==> config.mk <==
export PLATFORM = sky130hd
export DESIGN_NAME = keypad_scan_ctrl_flat
export DESIGN_NICKNAME = d
export VERILOG_FILES = /design/src/rtl/keypad_scan_ctrl_if.sv /design/src/rtl/keypad_scan_ctrl.sv /design/src/flat_wrapper.sv
export SDC_FILE = /design/constraint.sdc
export NUM_CORES = 1
export LEC_CHECK = 0
export CAP_MARGIN = 10
export CORE_ASPECT_RATIO = 0.9
export CORE_MARGIN = 8
export CORE_UTILIZATION = 65
export CTS_BUF_LIST = sky130_fd_sc_hd__clkbuf_4
export CTS_CLUSTER_SIZE = 30
export DETAILED_ROUTE_END_ITERATION = 10
export PLACE_DENSITY = 0.83
export SLEW_MARGIN = 20
export SYNTH_ARGS = -nofsm -noshare
export SYNTH_HDL_FRONTEND = slang
export SYNTH_SLANG_ARGS = --single-unit
export TNS_END_PERCENT = 20
==> constraint.sdc <==
create_clock -name clk -period 4 [get_ports clk]
set_input_delay 0.6 -clock clk [delete_from_list [all_inputs] [get_ports clk]]
set_output_delay 0.6 -clock clk [all_outputs]
set_load 0.02 [all_outputs]
==> src/rtl/keypad_scan_ctrl_if.sv <==
// rtl/keypad_scan_ctrl_if.sv - key code valid/ready link from the keypad scanner to its consumer
interface keypad_scan_ctrl_if;
   logic [3:0] key_code;
   logic       key_valid;
   logic       key_ready;

   modport master (output key_code, output key_valid, input key_ready);
   modport slave  (input key_code, input key_valid, output key_ready);
endinterface

==> src/rtl/keypad_scan_ctrl.sv <==
// rtl/keypad_scan_ctrl.sv - 4x4 keypad column scanner with press/release debounce
// and a one-entry key buffer with sticky overrun.
module keypad_scan_ctrl #(
   parameter int SCAN_DIV     = 50000,
   parameter int DEBOUNCE_CNT = 500000
) (
   input  logic                      clk,
   input  logic                      rst,
   input  logic [3:0]                row,
   output logic [3:0]                col,
   output logic                      key_down,
   output logic                      overrun,
   keypad_scan_ctrl_if.master        kif
);
   localparam int CW = $clog2(SCAN_DIV);
   localparam int DW = $clog2(DEBOUNCE_CNT);
   localparam logic [CW-1:0] CNT_LAST = CW'(SCAN_DIV - 1);
   localparam logic [DW-1:0] DB_LAST  = DW'(DEBOUNCE_CNT - 1);

   typedef enum logic [1:0] {SCAN, DEBOUNCE, HOLD} state_t;

   state_t        state, state_nx;
   logic [3:0]    row_m, row_s;
   logic [CW-1:0] cnt, cnt_nx;
   logic [DW-1:0] db, db_nx;
   logic [3:0]    col_nx;
   logic [1:0]    col_idx, col_idx_nx;
   logic [1:0]    row_idx, row_idx_nx;
   logic          commit;
   logic          hit;

   function automatic logic [3:0] rotl(input logic [3:0] c);
      return {c[2:0], c[3]};
   endfunction

   function automatic logic [1:0] col_enc(input logic [3:0] c);
      logic [1:0] idx;
      idx = 2'd0;
      for (int i = 0; i < 4; i++)
         if (c[i]) idx = 2'(i);
      return idx;
   endfunction

   // lowest set row wins when several keys in the column are down
   function automatic logic [1:0] low_idx(input logic [3:0] r);
      logic [1:0] idx;
      idx = 2'd0;
      for (int i = 3; i >= 0; i--)
         if (r[i]) idx = 2'(i);
      return idx;
   endfunction

   always_comb begin
      state_nx   = state;
      cnt_nx     = cnt;
      db_nx      = db;
      col_nx     = col;
      col_idx_nx = col_idx;
      row_idx_nx = row_idx;
      commit     = 1'b0;
      hit        = row_s[row_idx];
      case (state)
         SCAN: begin
            if (cnt == CNT_LAST) begin
               if (row_s == 4'b0000) begin
                  col_nx = rotl(col);
                  cnt_nx = '0;
               end else begin
                  col_idx_nx = col_enc(col);
                  row_idx_nx = low_idx(row_s);
                  db_nx      = '0;
                  state_nx   = DEBOUNCE;
               end
            end else begin
               cnt_nx = cnt + 1'b1;
            end
         end
         DEBOUNCE: begin
            if (hit) begin
               if (db == DB_LAST) begin
                  commit   = 1'b1;
                  db_nx    = '0;
                  state_nx = HOLD;
               end else begin
                  db_nx = db + 1'b1;
               end
            end else begin
               col_nx   = rotl(col);
               cnt_nx   = '0;
               state_nx = SCAN;
            end
         end
         HOLD: begin
            // a single bounce back to pressed restarts the release count
            if (!hit) begin
               if (db == DB_LAST) begin
                  col_nx   = rotl(col);
                  cnt_nx   = '0;
                  db_nx    = '0;
                  state_nx = SCAN;
               end else begin
                  db_nx = db + 1'b1;
               end
            end else begin
               db_nx = '0;
            end
         end
         default: state_nx = SCAN;
      endcase
   end

   always_ff @(posedge clk or posedge rst) begin
      if (rst) begin
         row_m         <= 4'b0000;
         row_s         <= 4'b0000;
         state         <= SCAN;
         cnt           <= '0;
         db            <= '0;
         col           <= 4'b0001;
         col_idx       <= 2'd0;
         row_idx       <= 2'd0;
         key_down      <= 1'b0;
         overrun       <= 1'b0;
         kif.key_code  <= 4'd0;
         kif.key_valid <= 1'b0;
      end else begin
         row_m    <= row;
         row_s    <= row_m;
         state    <= state_nx;
         cnt      <= cnt_nx;
         db       <= db_nx;
         col      <= col_nx;
         col_idx  <= col_idx_nx;
         row_idx  <= row_idx_nx;
         key_down <= (state_nx == HOLD);
         // a consumer taking the old key in the commit cycle frees the slot
         if (commit) begin
            if (!kif.key_valid || kif.key_ready) begin
               kif.key_code  <= {row_idx, col_idx};
               kif.key_valid <= 1'b1;
            end else begin
               overrun <= 1'b1;
            end
         end else if (kif.key_valid && kif.key_ready) begin
            kif.key_valid <= 1'b0;
         end
      end
   end
endmodule

==> src/flat_wrapper.sv <==
// flat-port wrapper written by rule: the top's interface ports become plain ports
module keypad_scan_ctrl_flat 
#(
   parameter int SCAN_DIV     = 50000,
   parameter int DEBOUNCE_CNT = 500000
)
  (clk, rst, row, col, key_down, overrun, kif_key_code, kif_key_valid, kif_key_ready);
  keypad_scan_ctrl_if kif_i ();
  input  logic clk;
  input  logic rst;
  input  logic [3:0] row;
  output logic [3:0] col;
  output logic key_down;
  output logic overrun;
  output wire logic [$bits(kif_i.key_code)-1:0] kif_key_code;
  output wire logic [$bits(kif_i.key_valid)-1:0] kif_key_valid;
  input wire logic [$bits(kif_i.key_ready)-1:0] kif_key_ready;
  assign kif_key_code = kif_i.key_code;
  assign kif_key_valid = kif_i.key_valid;
  assign kif_i.key_ready = kif_key_ready;
  keypad_scan_ctrl #(.SCAN_DIV(SCAN_DIV), .DEBOUNCE_CNT(DEBOUNCE_CNT)) u_core (.clk(clk), .rst(rst), .row(row), .col(col), .key_down(key_down), .overrun(overrun), .kif(kif_i));
endmodule
==> qor.yml, run 1 <==
synth_warnings: 0
reg2reg_to: "u_core.db[0]"
ir_worst_vdd_uv: 230
gp_congestion: 0.879
final.setup.tns_ns: 0
path_max_fanout: 15
root_buffer: "clkbuf_4"
coreArea_sq_um: 4800
min-delay-start: "u_core.row_m[2]"
num_vias: 2735
grt_start_max_net_pins: 33
ys_ff_latch: 60
clock_skew_ns: 0.0135
period_needed_ns: 2.94
synth_enable_flop_cells: 0
postSynthCellCount: 322
drt_wl_total_microns: 7360
avgSynthCellArea_sq_um: 10.0
max_freq_ghz: 0.340
clkSinkCount: 60
synth.distinct_cells: 57
fillCellCount: 343
die_w_microns: 90.3
cp.arrival_ns: 3.30
dr.first_iter.drc_count: 200
first_pass_iters: 4
path_clk_slew_ns: 0.10
worst_setup_path_start_kind: "register"
synth_top_area_cell: "dfrtp_1"
status: "complete, no violations"
synth-main-ff-cell: "dfrtp_1"
ios: 18
portBuffers: 17
post_cts_buffers: 0
holdPathStages: 0
cts_buffers: 9
crit_type: "register to register"
cp.required_ns: 4.36
std_cell_rows: 24
syn_nets: 335
avgRoutedWirePerCell_microns: 17.9
preCtsSetupSlack_ns: 1.11
syn2layout_area_growth_pct: 12.2
setup_viol: 0
static-leakage-power_nw: 1.47
min_period_over_period: 0.734
layout_commonest_cell: "dfrtp_1"
slew_violations: 0
ys_async_sr_fraction: 1.00
cts_resized: 0
die-area_sq_um: 7480
synthTopCellsByArea: "dfrtp_1 (46%), o31ai_1 (5.3%), mux2_2 (4.2%)"
p_per_area_nw_per_um2: 312
die_h_microns: 82.9
max_cap_violations: 0
diodes: 0
fin_nets: 355
finalHoldViolCount: 0
grt_antenna_before_repair: 0
viasPerCell: 6.64
clockBufferDepth: 2
holdCritPathClass: "register to register"
cts_tree: "done"
min_to: "u_core.row_s[2]"
final_antenna_net_count: 0
drc: 0
synth_top_area_share: 0.457
r2r_cells: 5
drive_gt1_frac: 0.133
yosysSeqAreaShare: 0.465
reg2reg_slack_ns: 1.06
layout_setup_ws_ns: 1.06
clock_latency_ns: 0.43
syn_area_sq_um: 3230
overflow: 0
grt_pass1_vias: 2673
grt.total_usage: 0.204
dp_hpwl_microns: 5070
start_util: 0.672
grt_pass1_wl_microns: 12400
relSlewSlack: 0.357
final_cell_mix: "dfrtp_1 (59), nor2_1 (26), nand2_1 (25)"
rsz0062_at_grt: "no"
seq_area_sq_um: 1500
holdBufCountCts: 0
worstMarginPinSlew_ns: 0.955
cp-end-kind: "register"
htreeDepth: 3
multi_input_area_sq_um: 1610
r2r_start: "u_core.cnt[7]"
[synth_stat cells (2+ instances only)]
cell type / n
dfrtp_1: 59
nor2_1: 26
nand2_1: 25
o31ai_1: 23
inv_1: 15
mux2_2: 12
nand3_1: 11
a22o_1: 10
a21oi_1: 9
clkbuf_1: 9
nor3_1: 9
nand4_1: 8
o211ai_1: 8
o21ai_0: 8
a31oi_1: 6
ha_1: 6
and2_1: 5
nor4_1: 5
o2bb2ai_1: 5
o41ai_1: 5
a211oi_1: 4
and3_1: 4
and4_1: 4
nor2b_1: 4
nand2b_1: 3
a211o_1: 2
a21o_1: 2
buf_6: 2
nand3b_1: 2
nor3_4: 2
o21a_1: 2
or4b_1: 2
[how the worst max path moves through the flow]
| stage | from | to | slack (ns) | depth (start not counted) |
|---|---|---|---|---|
| 2_1_floorplan | u_core.db[0] | u_core.cnt[2] | 1.44 | 9 |
| 3_3_place_gp | u_core.cnt[7] | u_core.db[0] | 1.17 | 5 |
| 3_5_place_dp | u_core.cnt[7] | u_core.db[0] | 1.11 | 5 |
| 4_1_cts | u_core.cnt[7] | u_core.db[0] | 1.09 | 5 |
| 5_1_grt | u_core.cnt[7] | u_core.db[10] | 0.94 | 5 |
| 6_report | u_core.cnt[7] | u_core.db[0] | 1.06 | 5 |
[worst max-delay path: stages, from the launching register on]
cell	delay (ns)
dfrtp_1	0.46
or4b_1	0.57
or4_4	0.59
o21a_1	0.35
nor3_4	0.62
mux2_2	0.28
[cell type report]
cell class,instances,area share
clock buffer,10,0.0207
tap,65,0.0224
multi-input combinational,233,0.443
clock inverter,6,0.0245
inverter,15,0.0155
timing repair buffer,23,0.0594
sequential,60,0.414
[cells by family (layout without fill, tap and decap cells)]
| group | after synthesis | in the layout | synth area share |
|---|---|---|---|
| AND/OR/NAND/NOR | 118 | 118 | 0.201 |
| AO/OA/AOI/OAI | 95 | 95 | 0.219 |
| flip-flops | 60 | 60 | 0.465 |
| buffers and inverters | 29 | 54 | 0.0399 |
| multiplexers | 14 | 14 | 0.0519 |
| adder cells (fa/ha/maj) | 6 | 6 | 0.0232 |
[state kept, by name (all words and copies together), names as in the netlist]
name                  flops
u_core.row_s              4
u_core.kif.key_valid      1
u_core.overrun            1
u_core.row_m              4
u_core.col_idx            2
u_core.col                4
u_core.state              2
u_core.kif.key_code       4
u_core.key_down           1
u_core.cnt               16
u_core.db                19
u_core.row_idx            2
[through the flow]
stage | total power, W | instance area, sq um | utilization | instances | hold WS [ns]
after floorplan | 0.000637 | 3230 | - | 322 | 0.331
after global placement | 0.000648 | 3460 | 0.721 | 396 | 0.333
after detailed placement | 0.000649 | 3460 | 0.721 | 396 | 0.338
after CTS | 0.00114 | 3630 | 0.755 | 412 | 0.365
after global routing | 0.00117 | 3630 | 0.755 | 412 | 0.370
final | 0.00113 | 3630 | 0.755 | 412 | 0.358
[routing by layer]
layer / track usage / vias up / part of all wire
met1: 0.255 / 1325 / 0.43
met5: 0 / - / 0
li1: - / 1274 / -
met4: 0.0861 / 0 / 0.021
met3: 0.0558 / 20 / 0.072
met2: 0.325 / 116 / 0.48
[power breakdown]
group / switching [W] / leakage [nW] / internal [W]
registers: 0.00000314 / 0.802 / 0.000610
logic: 0.0000148 / 0.584 / 0.00000828
clock network: 0.000234 / 0.0826 / 0.000260
total: 0.000252 / 1.47 / 0.000878
No activity file was read; power rests on OpenSTA's default activity.
==> run 2: changes to the inputs <==
Settings changed: CORE_UTILIZATION 65 to 62, PLACE_DENSITY 0.83 to 0.79.
Clock period 4 ns to 2.83 ns, I/O delays scaled along.
==> run 2 against run 1 <==
  * Critical path depth is 1 higher
  * Sequential cell count stayed put
  * Utilization is 3.4 points lower
  * Clock power is 44% higher
  * Power is 43% higher
  * Critical path type unchanged
  * Critical endpoint is now u_core.db[13]
  * Largest cell class unchanged
  * Largest power group unchanged
==> qor.yml, run 2 (synthesized netlist as in run 1, its figures left out) <==
min-delay-start: "u_core.row_m[1]"
portBuffers: 17
gp_congestion: 0.890
static-leakage-power_nw: 1.52
cp-end-kind: "register"
slew_violations: 0
p_per_area_nw_per_um2: 436
ir_worst_vdd_uv: 396
clockBufferDepth: 2
met3_usage: 0.0642
dr.first_iter.drc_count: 237
htreeDepth: 3
root_buffer: "clkbuf_4"
avgRoutedWirePerCell_microns: 17.2
drt_wl_total_microns: 7260
holdCritPathClass: "register to register"
clkSinkCount: 60
cp.required_ns: 3.18
max_freq_ghz: 0.365
path_clk_slew_ns: 0.11
period_needed_ns: 2.74
reg2reg_to: "u_core.db[13]"
crit_buf_inv: 1
diodes: 0
preCtsSetupSlack_ns: 0.0888
worstMarginPinSlew_ns: 0.624
worst_setup_path_start_kind: "register"
finalHoldViolCount: 0
num_vias: 2721
layout_commonest_cell: "dfrtp_1"
grt_antenna_before_repair: 0
grt_pass1_wl_microns: 12200
r2r_cells: 6
final_cell_mix: "dfrtp_1 (59), nor2_1 (26), nand2_1 (25)"
ios: 18
r2r_start: "u_core.cnt[7]"
final_cell_area_sq_um: 3700
std_cell_rows: 25
reg2reg_slack_ns: 0.09
top_usage_layer: "met2"
min_period_over_period: 0.968
drc: 0
viasPerCell: 6.46
dp_hpwl_microns: 5100
first_pass_iters: 5
max_stage_delay_ns: 0.60
cp.depth: 6
status: "complete, no violations"
layout_setup_ws_ns: 0.0918
path_max_fanout: 11
relSlewSlack: 0.580
final_antenna_net_count: 0
cpLargestDelayFamily: "simple AND/OR/NAND/NOR gates"
grt.total_usage: 0.195
reg_top3: "u_core.db x19, u_core.cnt x16"
coreArea_sq_um: 5130
setup_viol: 0
clock_latency_ns: 0.42
final.setup.tns_ns: 0
crit_type: "register to register"
regMostFlops: "u_core.db"
path_cells: "or4b_1 > or4_4 > o21a_1 > nor3_4 > buf_4 > a221o_1"
start_util: 0.630
overflow: 0
die-area_sq_um: 7780
max_cap_violations: 0
placed_area_sq_um: 3530
fin_nets: 362
cts_tree: "done"
globalRouteMet1Util: 0.267
die_h_microns: 84.5
cp.arrival_ns: 3.09
clock_skew_ns: 0.0116
use_met2: 0.282
cts_buffers: 9
rsz0062_at_grt: "no"
syn2layout_area_growth_pct: 14.4
critical-path-slowest-cell: "or4_4"
largest_reg_flops: 19
grt_start_max_net_pins: 35
holdPathStages: 0
drive_gt1_frac: 0.147
grt_pass1_vias: 2547
min_to: "u_core.row_s[1]"
holdBufCountCts: 0
finalPower_w: 0.00161
die_w_microns: 92.1
==> run 2: cell types whose count changed in the layout (fill, tap and decap cells not counted) <==
cell and change:
buf_12 +1, buf_4 +6, clkbuf_4 -1, clkinv_1 +1, clkinv_2 -1, clkinv_4 +1
clkinvlp_4 -2, inv_6 +2, or2_0 -1, or2_1 +1
==> run 2: stage by stage <==
stage | hold slack [ns] | cells | util
2_1_floorplan | 0.331 | 322 | -
3_3_place_gp | 0.332 | 405 | 0.688
3_5_place_dp | 0.336 | 405 | 0.688
4_1_cts | 0.362 | 421 | 0.720
5_1_grt | 0.377 | 421 | 0.720
6_report | 0.360 | 421 | 0.720
==> run 2: how the worst max path moves through the flow <==
| stage | start | slack (ns) | end |
|---|---|---|---|
| finish | u_core.cnt[7] | 0.09 | u_core.db[13] |
| global route | u_core.cnt[7] | 0.008 | u_core.db[10] |
| CTS | u_core.cnt[7] | 0.05 | u_core.db[13] |
| detailed placement | u_core.cnt[7] | 0.09 | u_core.db[13] |
| global placement | u_core.cnt[7] | 0.19 | u_core.db[13] |
| floorplan | u_core.db[0] | 0.27 | u_core.cnt[2] |
==> run 2: repair_timing <==
action	4_1_cts	5_1_grt
endpoints found under the setup margin	0	13
resized for setup	0	1
buffers inserted	0	0
==> run 2: metal layers <==
layer,routed length (microns),part of all wire,vias to the layer above
li1,-,-,1294
met5,0,0,-
met3,409,0.056,11
met1,3280,0.45,1320
met4,76,0.010,0
met2,3490,0.48,96
==> run 2: final cells by class <==
class,count,area (sq um)
clock buffer,9,67.6
clock inverter,7,98.8
fill,407,1430
inverter,15,56.3
multi-input combinational,233,1610
sequential,60,1500
tap,67,83.8
timing repair buffer,30,280
==> run 2: where the power goes <==
part	switching [W]	internal, W
clock	0.000348	0.000364
combinational	0.0000206	0.0000140
sequential	0.00000387	0.000863
==> run 3: changes to the inputs <==
Settings changed: CORE_UTILIZATION 62 to 45, PLACE_DENSITY 0.79 to 0.6.
==> run 3 against run 2 <==
  * Sequential cell count did not move
  * Die area rose by 30%
  * Critical path depth fell by 1
  * Fmax rose by 1.8%
  * First-iteration DRC count fell by 35%
  * Sequential share of layout area fell by 0.29 points
  * Clock skew fell by 0.00062 ns
  * Via count fell by 3.0%
  * Highest routed layer unchanged
==> qor.yml, run 3 (synthesized netlist as in run 1, its figures left out) <==
drt_wl_total_microns: 7300
setup_viol: 0
viasPerCell: 5.85
dp_hpwl_microns: 5080
grt_pass1_vias: 2542
portBuffers: 17
drive_gt1_frac: 0.154
worst_setup_path_start_kind: "register"
cp-end-kind: "register"
grt_start_max_net_pins: 61
max_freq_ghz: 0.372
finalHoldViolCount: 0
syn2layout_area_growth_pct: 15.2
static-leakage-power_nw: 1.51
layout_commonest_cell: "dfrtp_1"
postLayoutCoreUtil: 0.532
p_per_area_nw_per_um2: 402
min_period_over_period: 0.950
clkSinkCount: 60
max_cap_violations: 0
post_cts_buffers: 0
status: "complete, no violations"
std_cell_rows: 29
worstMarginPinSlew_ns: 0.804
p_seq_frac: 0.580
switching_power_w: 0.000356
overflow: 0
clock_skew_ns: 0.0110
grt_antenna_before_repair: 1
cts_buffers: 9
fin_nets: 365
final_antenna_net_count: 0
grt_pass1_wl_microns: 12800
p_comb_frac: 0.022
die_h_microns: 96.4
cts_tree: "done"
holdBufCountCts: 0
coreArea_sq_um: 7000
cp.arrival_ns: 3.00
drc: 0
first_pass_iters: 4
clock_latency_ns: 0.41
final_cell_mix: "dfrtp_1 (59), nor2_1 (26), nand2_1 (25)"
die-area_sq_um: 10100
p_int_w: 0.00114
gp_congestion: 0.846
ir_worst_vdd_uv: 239
avgRoutedWirePerCell_microns: 16.2
dr.first_iter.drc_count: 155
final.setup.tns_ns: 0
htreeDepth: 3
start_util: 0.461
grt.total_usage: 0.158
pwr-share-clk: 0.398
root_buffer: "clkbuf_4"
clockBufferDepth: 2
holdCritPathClass: "register to register"
slew_violations: 0
regMostFlops: "u_core.db"
ios: 18
period_needed_ns: 2.69
path_clk_slew_ns: 0.11
largest_reg_flops: 19
p_sw_frac: 0.238
relSlewSlack: 0.464
crit_type: "register to register"
rsz0062_at_grt: "no"
cts_resized: 0
cp.required_ns: 3.14
reg_top3: "u_core.db x19, u_core.cnt x16"
num_vias: 2639
die_w_microns: 105
path_max_fanout: 11
fillCellCount: 651
==> run 3: cell types whose count changed in the layout (fill, tap and decap cells not counted), sizes merged <==
| cell | previous run | this run |
|---|---|---|
| buf | 13 | 16 |
| bufinv | 2 | 1 |
| clkinv | 3 | 4 |
| clkinvlp | 0 | 2 |
| diode | 0 | 1 |
| inv | 17 | 15 |
==> run 3: final timing paths <==
path	start	to	slack, ns	cells after the start
hold reg to reg	u_core.row_m[0]	u_core.row_s[0]	0.35	0
min in group asynchronous	rst	u_core.db[9]	0.54	3
max in group asynchronous	rst	u_core.row_s[3]	1.78	3
setup / recovery	u_core.cnt[7]	u_core.key_down	0.14	5
setup reg to reg	u_core.cnt[7]	u_core.key_down	0.14	5
hold / removal	u_core.row_m[0]	u_core.row_s[0]	0.35	0
==> run 3: per-stage QoR <==
stage | hold WS, ns | power, W | area [sq um] | instances | setup slack [ns]
3_5_place_dp | 0.335 | 0.000918 | 3580 | 434 | 0.163
6_report | 0.355 | 0.00150 | 3720 | 451 | 0.140
3_3_place_gp | 0.334 | 0.000917 | 3580 | 434 | 0.209
5_1_grt | 0.371 | 0.00157 | 3720 | 451 | 0.0540
4_1_cts | 0.360 | 0.00152 | 3720 | 450 | 0.147
2_1_floorplan | 0.331 | 0.000901 | 3230 | 322 | 0.275
==> run 3: power by group through the flow <==
| stage | clock network, W | registers (W) | logic (W) |
|---|---|---|---|
| global placement | 0 | 0.000883 | 0.0000342 |
| CTS | 0.000623 | 0.000867 | 0.0000345 |
| floorplan | 0 | 0.000882 | 0.0000186 |
| global route | 0.000659 | 0.000868 | 0.0000383 |
| finish | 0.000596 | 0.000867 | 0.0000330 |
| detailed placement | 0 | 0.000883 | 0.0000344 |
==> run 3: routing by layer <==
| metal | GRT usage | vias to the layer above | share of wire |
|---|---|---|---|
| li1 | - | 1295 | - |
| met1 | 0.220 | 1285 | 0.53 |
| met2 | 0.234 | 57 | 0.42 |
| met3 | 0.0444 | 2 | 0.040 |
| met4 | 0.0498 | 0 | 0.0070 |
| met5 | 0 | - | 0 |
==> run 3: final cells by class <==
class | count | area (sq um) | area share
clock buffer | 9 | 67.6 | 0.0182
multi-input combinational | 233 | 1610 | 0.432
antenna | 1 | 2.50 | 0.000672
tap | 93 | 116 | 0.0313
inverter | 15 | 56.3 | 0.0151
clock inverter | 7 | 67.6 | 0.0182
timing repair buffer | 33 | 303 | 0.0813
sequential | 60 | 1500 | 0.404
==> run 3: critical path: stages (launching register included) <==
cell	delay, ns
dfrtp_1	0.47
or4b_1	0.58
or4_4	0.59
o21a_1	0.37
o311a_1	0.43
and2_1	0.16
